File: src/rtl/ghb_ckpt_stack.sv
`default_nettype none
// ============================================================================
// Module  : ghb_ckpt_stack
// Brief   : Circular stack of branch checkpoints (history, PC, prediction)
//           with resolve, mispredict flush/recovery and in-order retire.
// Revision: 1.0 - initial release
// ============================================================================
`ifndef GHB_SIZE
`define GHB_SIZE 4
`endif
`ifndef XLEN
`define XLEN 32
`endif

module ghb_ckpt_stack #(
  parameter int DEPTH = 8,
  localparam int TW = $clog2(DEPTH)
) (
  input  logic                 clock,
  input  logic                 reset,
  input  logic                 alloc_en,
  input  logic [`GHB_SIZE-1:0] alloc_ghbr,
  input  logic [`XLEN-1:0]     alloc_pc,
  input  logic                 alloc_pred,
  output logic                 alloc_ready,
  output logic [TW-1:0]        alloc_tag,
  input  logic                 res_en,
  input  logic [TW-1:0]        res_tag,
  input  logic                 res_taken,
  output logic                 X_branch,
  output logic                 X_taken,
  output logic [`XLEN-1:0]     X_PC,
  output logic [`GHB_SIZE-1:0] X_ghbr,
  output logic                 mispredict,
  output logic [`GHB_SIZE-1:0] recover_ghbr,
  input  logic                 retire_en,
  output logic                 retire_ready,
  output logic [TW:0]          count,
  output logic                 err
);

  localparam int          c_G    = `GHB_SIZE;
  localparam int          c_XLEN = `XLEN;
  localparam logic [TW:0] c_FULL = (TW+1)'(DEPTH);
  localparam logic [TW:0] c_ONE  = (TW+1)'(1);

  logic [TW:0]       r_head, r_tail;
  logic [TW-1:0]     w_head_idx, w_tail_idx;
  logic [DEPTH-1:0]  w_valid, w_resolved, w_pred;
  logic [c_G-1:0]    w_ghbr [DEPTH];
  logic [c_XLEN-1:0] w_pc   [DEPTH];

  logic          w_res_ok, w_mis, w_push, w_retire;
  logic [TW-1:0] w_res_age;
  logic [TW:0]   w_res_ptr;

  assign w_head_idx   = r_head[TW-1:0];
  assign w_tail_idx   = r_tail[TW-1:0];
  assign count        = r_tail - r_head;
  assign alloc_ready  = (count != c_FULL);
  assign alloc_tag    = w_tail_idx;
  assign retire_ready = w_valid[w_head_idx] & w_resolved[w_head_idx];

  assign w_res_ok = res_en & w_valid[res_tag] & ~w_resolved[res_tag];
  assign w_mis    = w_res_ok & (res_taken != w_pred[res_tag]);
  assign w_push   = alloc_en & alloc_ready & ~w_mis;
  assign w_retire = retire_en & retire_ready;

  // Age relative to head gives the absolute (wrap-correct) pointer of res_tag.
  assign w_res_age = res_tag - w_head_idx;
  assign w_res_ptr = r_head + {1'b0, w_res_age};

  for (genvar gi = 0; gi < DEPTH; gi++) begin : g_entry
    localparam logic [TW-1:0] c_IDX = TW'(gi);
    logic              r_v, r_res, r_p;
    logic [c_G-1:0]    r_g;
    logic [c_XLEN-1:0] r_pcv;
    logic [TW-1:0]     w_age;
    logic              w_kill;

    assign w_age  = c_IDX - w_head_idx;
    assign w_kill = w_mis & (w_age > w_res_age);

    always_ff @(posedge clock or negedge reset) begin
      if (!reset) begin
        r_v   <= 1'b0;
        r_res <= 1'b0;
        r_p   <= 1'b0;
        r_g   <= '0;
        r_pcv <= '0;
      end else if (w_push && (w_tail_idx == c_IDX)) begin
        r_v   <= 1'b1;
        r_res <= 1'b0;
        r_p   <= alloc_pred;
        r_g   <= alloc_ghbr;
        r_pcv <= alloc_pc;
      end else begin
        if (w_kill || (w_retire && (w_head_idx == c_IDX)))
          r_v <= 1'b0;
        if (w_res_ok && (res_tag == c_IDX))
          r_res <= 1'b1;
      end
    end

    assign w_valid[gi]    = r_v;
    assign w_resolved[gi] = r_res;
    assign w_pred[gi]     = r_p;
    assign w_ghbr[gi]     = r_g;
    assign w_pc[gi]       = r_pcv;
  end

  always_ff @(posedge clock or negedge reset) begin
    if (!reset) begin
      r_head       <= '0;
      r_tail       <= '0;
      X_branch     <= 1'b0;
      X_taken      <= 1'b0;
      X_PC         <= '0;
      X_ghbr       <= '0;
      mispredict   <= 1'b0;
      recover_ghbr <= '0;
      err          <= 1'b0;
    end else begin
      if (w_retire)
        r_head <= r_head + c_ONE;
      if (w_mis)
        r_tail <= w_res_ptr + c_ONE;
      else if (w_push)
        r_tail <= r_tail + c_ONE;

      X_branch     <= w_res_ok;
      X_taken      <= w_res_ok & res_taken;
      X_PC         <= w_res_ok ? w_pc[res_tag] : '0;
      X_ghbr       <= w_res_ok ? w_ghbr[res_tag] : '0;
      mispredict   <= w_mis;
      recover_ghbr <= w_mis ? {w_ghbr[res_tag][c_G-2:0], res_taken} : '0;
      err          <= err | (res_en & ~w_res_ok);
    end
  end

endmodule
`default_nettype wire

File: config.mk
export PLATFORM = sky130hd
export DESIGN_NAME = ghb_ckpt_stack
export DESIGN_NICKNAME = d
export VERILOG_FILES = /design/src/rtl/ghb_ckpt_stack.sv
export SDC_FILE = /design/constraint.sdc
export NUM_CORES = 1
export LEC_CHECK = 0
export CORE_MARGIN = 5
export CORE_UTILIZATION = 49
export DETAILED_ROUTE_END_ITERATION = 8
export GPL_TIMING_DRIVEN = 0
export HOLD_SLACK_MARGIN = 0.02
export PLACE_DENSITY = 0.76
export SKIP_LAST_GASP = 1
export SLEW_MARGIN = 20
export SYNTH_ARGS = -nofsm -noshare
export SYNTH_HDL_FRONTEND = slang
export SYNTH_SLANG_ARGS = --single-unit
File: constraint.sdc
create_clock -name clock -period 3 [get_ports clock]
set_input_delay 0.45 -clock clock [delete_from_list [all_inputs] [get_ports clock]]
set_output_delay 0.45 -clock clock [all_outputs]
set_load 0.01 [all_outputs]
After elaboration in Yosys (flattened, before gate mapping)
Index checks and enable logic that the tools add are counted.

Register bits: 364. Logic and storage cells: 224. Input bits: 46. Output and inout bits: 53.

Order comparisons: 11. Multiplexer cells: 53. Reductions and logical operators: 52. Eq/ne operators: 23. Add/subtract/negate cells: 14. Bitwise operators: 22.

Operator list (count): 32-bit binary-select mux with 3-bit select (1); 32-bit 2-to-1 mux (3); 1-bit 2-to-1 mux (37); 3-bit == test (second input constant) (12); 2-bit nonzero test (17); 3-bit greater-than comparator (8); 1-bit logical AND (24); 4-bit 2-to-1 mux (6); 3-bit by 2-bit == test with 1-bit output (second input constant) (6); 1-bit bitwise AND (17); 1-bit binary-select mux with 3-bit select (5); 4-bit by 1-bit adder with 4-bit output (second input constant) (3); 4-bit binary-select mux with 3-bit select (1); 3-bit subtractor (first input constant) (4); 3-bit by 1-bit == test with 1-bit output (second input constant) (3); 3-bit zero test (3); 1-bit logical OR (8); 3-bit by 4-bit less-than comparator with 1-bit output (second input constant) (2); 1-bit by 3-bit subtractor with 3-bit output (first input constant) (2); 2-bit by 3-bit subtractor with 3-bit output (first input constant) (2); 4-bit by 3-bit adder with 4-bit output (1); 4-bit greater-or-equal comparator (second input constant) (1); 4-bit inequality test (second input constant) (1); 3-bit NOT with 4-bit output (1); 5 further kinds (7).

Depth between registers and ports, before layout
Word-level depth: 9. Depth in mapped cells: 13. Mapped depth without buffers: 11.

Worst setup path before layout
Ideal clock, no wire load.

Path kind: input-to-reg. From: input res_tag[0]. To: register g_entry[7].r_v. Path slack: -0.143 ns. Path buffers: 2. Data required time: 2.880 ns. Library setup time: 0.120 ns. Stages on the path: 12. Data arrival time: 3.023 ns. Path through: buf_4 > buf_4 > inv_1 > ha_1 > fa_1 > xor2_1 > xnor2_1 > inv_1 > ha_1 > a21boi_0 > o211ai_1 > a31o_2.

Cells in the longest elaborated chain, start to end: 9. Elaborated cells between the ends (all ways): 20. Classes of those cells: 1 x add/sub; 1 x order compare; 1 x eq/ne; 7 x mux; 7 x bitwise; 3 x reduce/logical.

Ends and longest elaborated chain: start, declared (line 28) `input logic [TW-1:0] res_tag,`; 1-bit binary-select mux with 3-bit select (line 64) `assign w_res_ok = res_en & w_valid[res_tag] & ~w_resolved[res_tag];`; 1-bit 2-to-1 mux (implied by the code) (line 64); 1-bit bitwise AND / 1-bit NOT (equally long branches) (line 64); 1-bit bitwise AND (line 64); 1-bit bitwise AND (line 65) `assign w_mis = w_res_ok & (res_taken != w_pred[res_tag]);`; 1-bit NOT (line 66) `assign w_push = alloc_en & alloc_ready & ~w_mis;`; 1-bit bitwise AND (line 66); 1-bit logical AND (line 91) `end else if (w_push && (w_tail_idx == c_IDX)) begin`; 1-bit 2-to-1 mux / 2-bit nonzero test (equally long branches); end signal, assigned (line 86) `r_v <= 1'b0;`; end signal, assigned (line 92) `r_v <= 1'b1;`; end signal, assigned (line 99) `r_v <= 1'b0;`; end, declared (line 75) `logic r_v, r_res, r_p;`.

Parallel ways exist; a longest one is shown, timed or not. The select of a mux whose other input is x is not followed. A chain may end at the register's enable or synchronous reset.

Final worst setup path
From: register r_head[0]. To: output retire_ready.

Cells in the longest elaborated chain, start to end: 3. Elaborated cells between the ends (all ways): 5. Classes of those cells: 4 x mux; 1 x bitwise.

Ends and longest elaborated chain: start, declared (line 47) `logic [TW:0] r_head, r_tail;`; start signal, assigned (line 125) `r_head <= r_head + c_ONE;`; 1-bit binary-select mux with 3-bit select (line 62) `assign retire_ready = w_valid[w_head_idx] & w_resolved[w_head_idx];`; 1-bit 2-to-1 mux (implied by the code) (line 62); 1-bit bitwise AND * (line 62); end, declared (line 37) `output logic retire_ready,`.

Mark *: on every way between the ends. The rest lies on a longest branch, timed or not. The select of a mux whose other input is x is not followed.

==> impl_metrics.yaml <==
grt:
  grt_antenna_before_repair: 5
  grt_util_all_layers_pct: 19.9
  grt_pass1_vias: 10600
  met3_usage_pct: 3.43
  grt-ovfl-total: 0
  grt_max_degree: 102
  met2_usage_pct: 32.3
  gr-usage-met1_pct: 27.8
  grt_pass1_wl_um: 60400
  grt_busiest_layer: "met2"
setup_path:
  cp_cell_sequence: "buf_4 -> clkbuf_1 -> o211ai_1 -> o211ai_1 -> nand2_1 -> clkdlybuf4s50_1"
  crit_path_max_incr_delay_ps: 490
  worst_path_max_delay_cell: "clkdlybuf4s50_1"
  arrival_ps: 2500
  endpoint_kind: "primary output"
  worstSetupStartpointType: "register"
  path_delay_family: "buffers and inverters"
  critPathKind: "register to primary output"
  cp_common_cell: "o211ai_1"
  cp.required_ps: 2550
  path_buf_inv: 3
  cp_max_fo: 10
floorplanning:
  die_area_sq_um: 38100
  die_w_um: 195
  rows: 67
  start_util_pct: 49.9
  io_pins: 99
  die_h_um: 195
  core_sq_um: 33700
placement:
  finalWeightedCongestion: 0.873
  dp_hpwl_um: 24300
  portBuffers: 98
power:
  pwr-share-seq_pct: 39.7
  p_per_area_nw_per_um2: 1060
  p_comb_share_pct: 37.4
  p_leak_nw: 8.75
  p_clk_share_pct: 22.9
  peakVddDrop_mv: 0.627
  swShare_pct: 30.1
  switchingPower_mw: 6.38
  p_int_mw: 14.8
drt:
  wirelength_um: 37500
  first_pass_iters: 4
  first_iter_violations: 567
  via_per_inst: 5.61
  wl_per_cell_um: 21.6
  route.detailed.drc: 0
  via_count: 9715
  ant_nets: 0
cells_and_area:
  fin_util_pct: 59.3
  drive_gt1_share_pct: 39.7
  area_growth_pct: 18.9
  fin_nets: 1334
sta:
  hold_violations: 0
  finalSetupViolations: 0
  min_period_ps: 2950
  fin_skew_ps: 10.3
  maxSlewViolCount: 0
  period_share_pct: 98.3
  tightest_slew_ps: 1010
  whs_ps: 469
  maxSlewHeadroom_pct: 32.5
  fmaxAchievable_mhz: 339
yosys:
  yosysUniqueCellTypes: 52
  synth-seq-cells: 364
  syn_inst: 1099
  seq_area_frac_synth_pct: 54.1
  synth_flop_cell: "dfrtp_1"
  async_reset_ff_share_pct: 100
  syn-num-nets: 1181
  synth.avg_cell_area_sq_um: 15.3
  syn_area_sq_um: 16800
  yosysWarnings: 0
  synth-edff-count: 0
clock_network:
  cts_sinks: 364
  path_clk_slew_ps: 60
  cts-buffers-inserted: 39
  cts_buffer_depth: 3
  htreeDepth: 2
  cts_root_buf: "clkbuf_16"
  cts_tree: "yes"
  clkLatencyLatePin_ps: 530
hold_path:
  hold_class: "register to register"
outcome:
  outcome: "finished clean"
run:
  drv_cap: 0
==> worst reg2reg max path, cell delays in order (launching register included) <==
cell and delay, ps:
dfrtp_1 410, nor2b_1 150, mux4_2 510, a2bb2oi_4 280, a21o_2 220, clkinv_4 170
nor2_2 250, buf_6 220, buf_6 210, mux2_4 330
==> registers in the layout, indices dropped and copies added (netlist names) <==
signal	cells
X_PC	32
X_branch	1
X_ghbr	4
X_taken	1
err	1
g_entry.r_g	32
g_entry.r_p	8
g_entry.r_pcv	256
g_entry.r_res	8
g_entry.r_v	8
mispredict	1
r_head	4
r_tail	4
recover_ghbr	4
==> cell usage in the layout (no fill, tap or decap), types with 4 or more instances in the layout <==
master,n
nand2_1,23
o211ai_1,5
nor2b_1,8
nand3_1,14
ha_1,31
mux2i_1,41
mux4_2,74
clkdlybuf4s50_1,94
o21ai_0,10
clkbuf_1,18
and2_1,4
buf_1,9
inv_1,12
nand2b_1,6
dfrtp_1,361
mux2_2,226
a21oi_1,21
xnor2_1,5
buf_6,13
buf_2,7
clkbuf_8,9
a41oi_1,4
inv_2,4
mux2_1,20
nor2_1,52
mux2_4,51
and3_1,4
buf_4,28
clkinv_2,9
clkbuf_16,40
==> metrics by stage <==
step / area, sq um / power [mW] / setup WS, ps / instances / setup TNS (ps)
after floorplan: 16900 / 13.8 / 27.8 / 1099 / 0
after global placement: 18400 / 15.7 / -14090 / 1645 / -5413170
after detailed placement: 18500 / 16.0 / -1220 / 1648 / -303200
after CTS: 20000 / 21.2 / -3.46 / 1726 / -3.46
after global routing: 20000 / 22.5 / -20.8 / 1731 / -20.8
final: 20000 / 21.2 / 51.9 / 1732 / 0
==> repair_timing <==
| item | CTS | global route |
|---|---|---|
| hold endpoints to repair | 80 | 0 |
| cloned | 0 | 0 |
| setup buffers | 8 | 3 |
| hold buffers | 1 | 0 |
| endpoints found under the setup margin | 339 | 23 |
| gates resized for setup | 33 | 9 |
| pin swaps | 3 | 2 |
==> synthesized netlist by cell type, drive strengths merged (8+ instances only) <==
| cell type | count | area [sq um] |
|---|---|---|
| nor2 | 56 | 210 |
| a21oi | 23 | 115 |
| o21ai | 11 | 58.8 |
| buf | 51 | 392 |
| dfrtp | 364 | 9110 |
| clkbuf | 14 | 52.6 |
| mux2 | 297 | 3540 |
| nand3 | 14 | 70.1 |
| mux4 | 74 | 1670 |
| nor2b | 8 | 50.1 |
| nand2 | 23 | 86.3 |
| inv | 19 | 71.3 |
| ha | 34 | 425 |
| mux2i | 41 | 410 |
==> power groups by stage <==
stage	sequential, mW	combinational (mW)	clock (mW)
2_1_floorplan	8.15	5.65	0
3_3_place_gp	8.42	7.29	0
3_5_place_dp	8.50	7.53	0
4_1_cts	8.42	7.87	4.95
5_1_grt	8.68	8.63	5.17
6_report	8.42	7.92	4.85
==> logic make-up after synthesis <==
| group | count (synthesis) | synth area share (%) |
|---|---|---|
| AND/OR/NAND/NOR | 128 | 3.58 |
| flip-flops | 364 | 54.1 |
| multiplexers | 412 | 33.4 |
| AO/OA/AOI/OAI | 62 | 2.40 |
| adder cells (fa/ha/maj) | 37 | 2.83 |
| XOR/XNOR | 11 | 0.573 |
| buffers and inverters | 85 | 3.12 |
==> worst paths after layout <==
check	to	slack [ps]	cells after the start	from
min	err	470	1	err
max in group asynchronous	X_PC[24]	1120	4	reset
max reg2reg	g_entry[4].r_pcv[28]	140	9	g_entry[4].r_v
min reg2reg	err	470	1	err
max	retire_ready	50	6	r_head[0]
min in group asynchronous	g_entry[2].r_pcv[6]	480	2	reset
==> metal layers <==
metal	up-vias	part of all wire, %
met5	-	0.085
met4	4	2.9
met3	68	4.7
met2	220	48
met1	5099	44
li1	4324	-
==> final cells by class <==
cell class,instances,area (sq um)
inverter,20,90.1
sequential,364,9110
buffer,64,468
multi-input combinational,650,7290
timing repair buffer,113,1150
fill,2541,13700
clock buffer,55,1150
clock inverter,15,169
tap,448,561
antenna,3,7.51
Note: power is estimated with default switching activity, not from simulation.
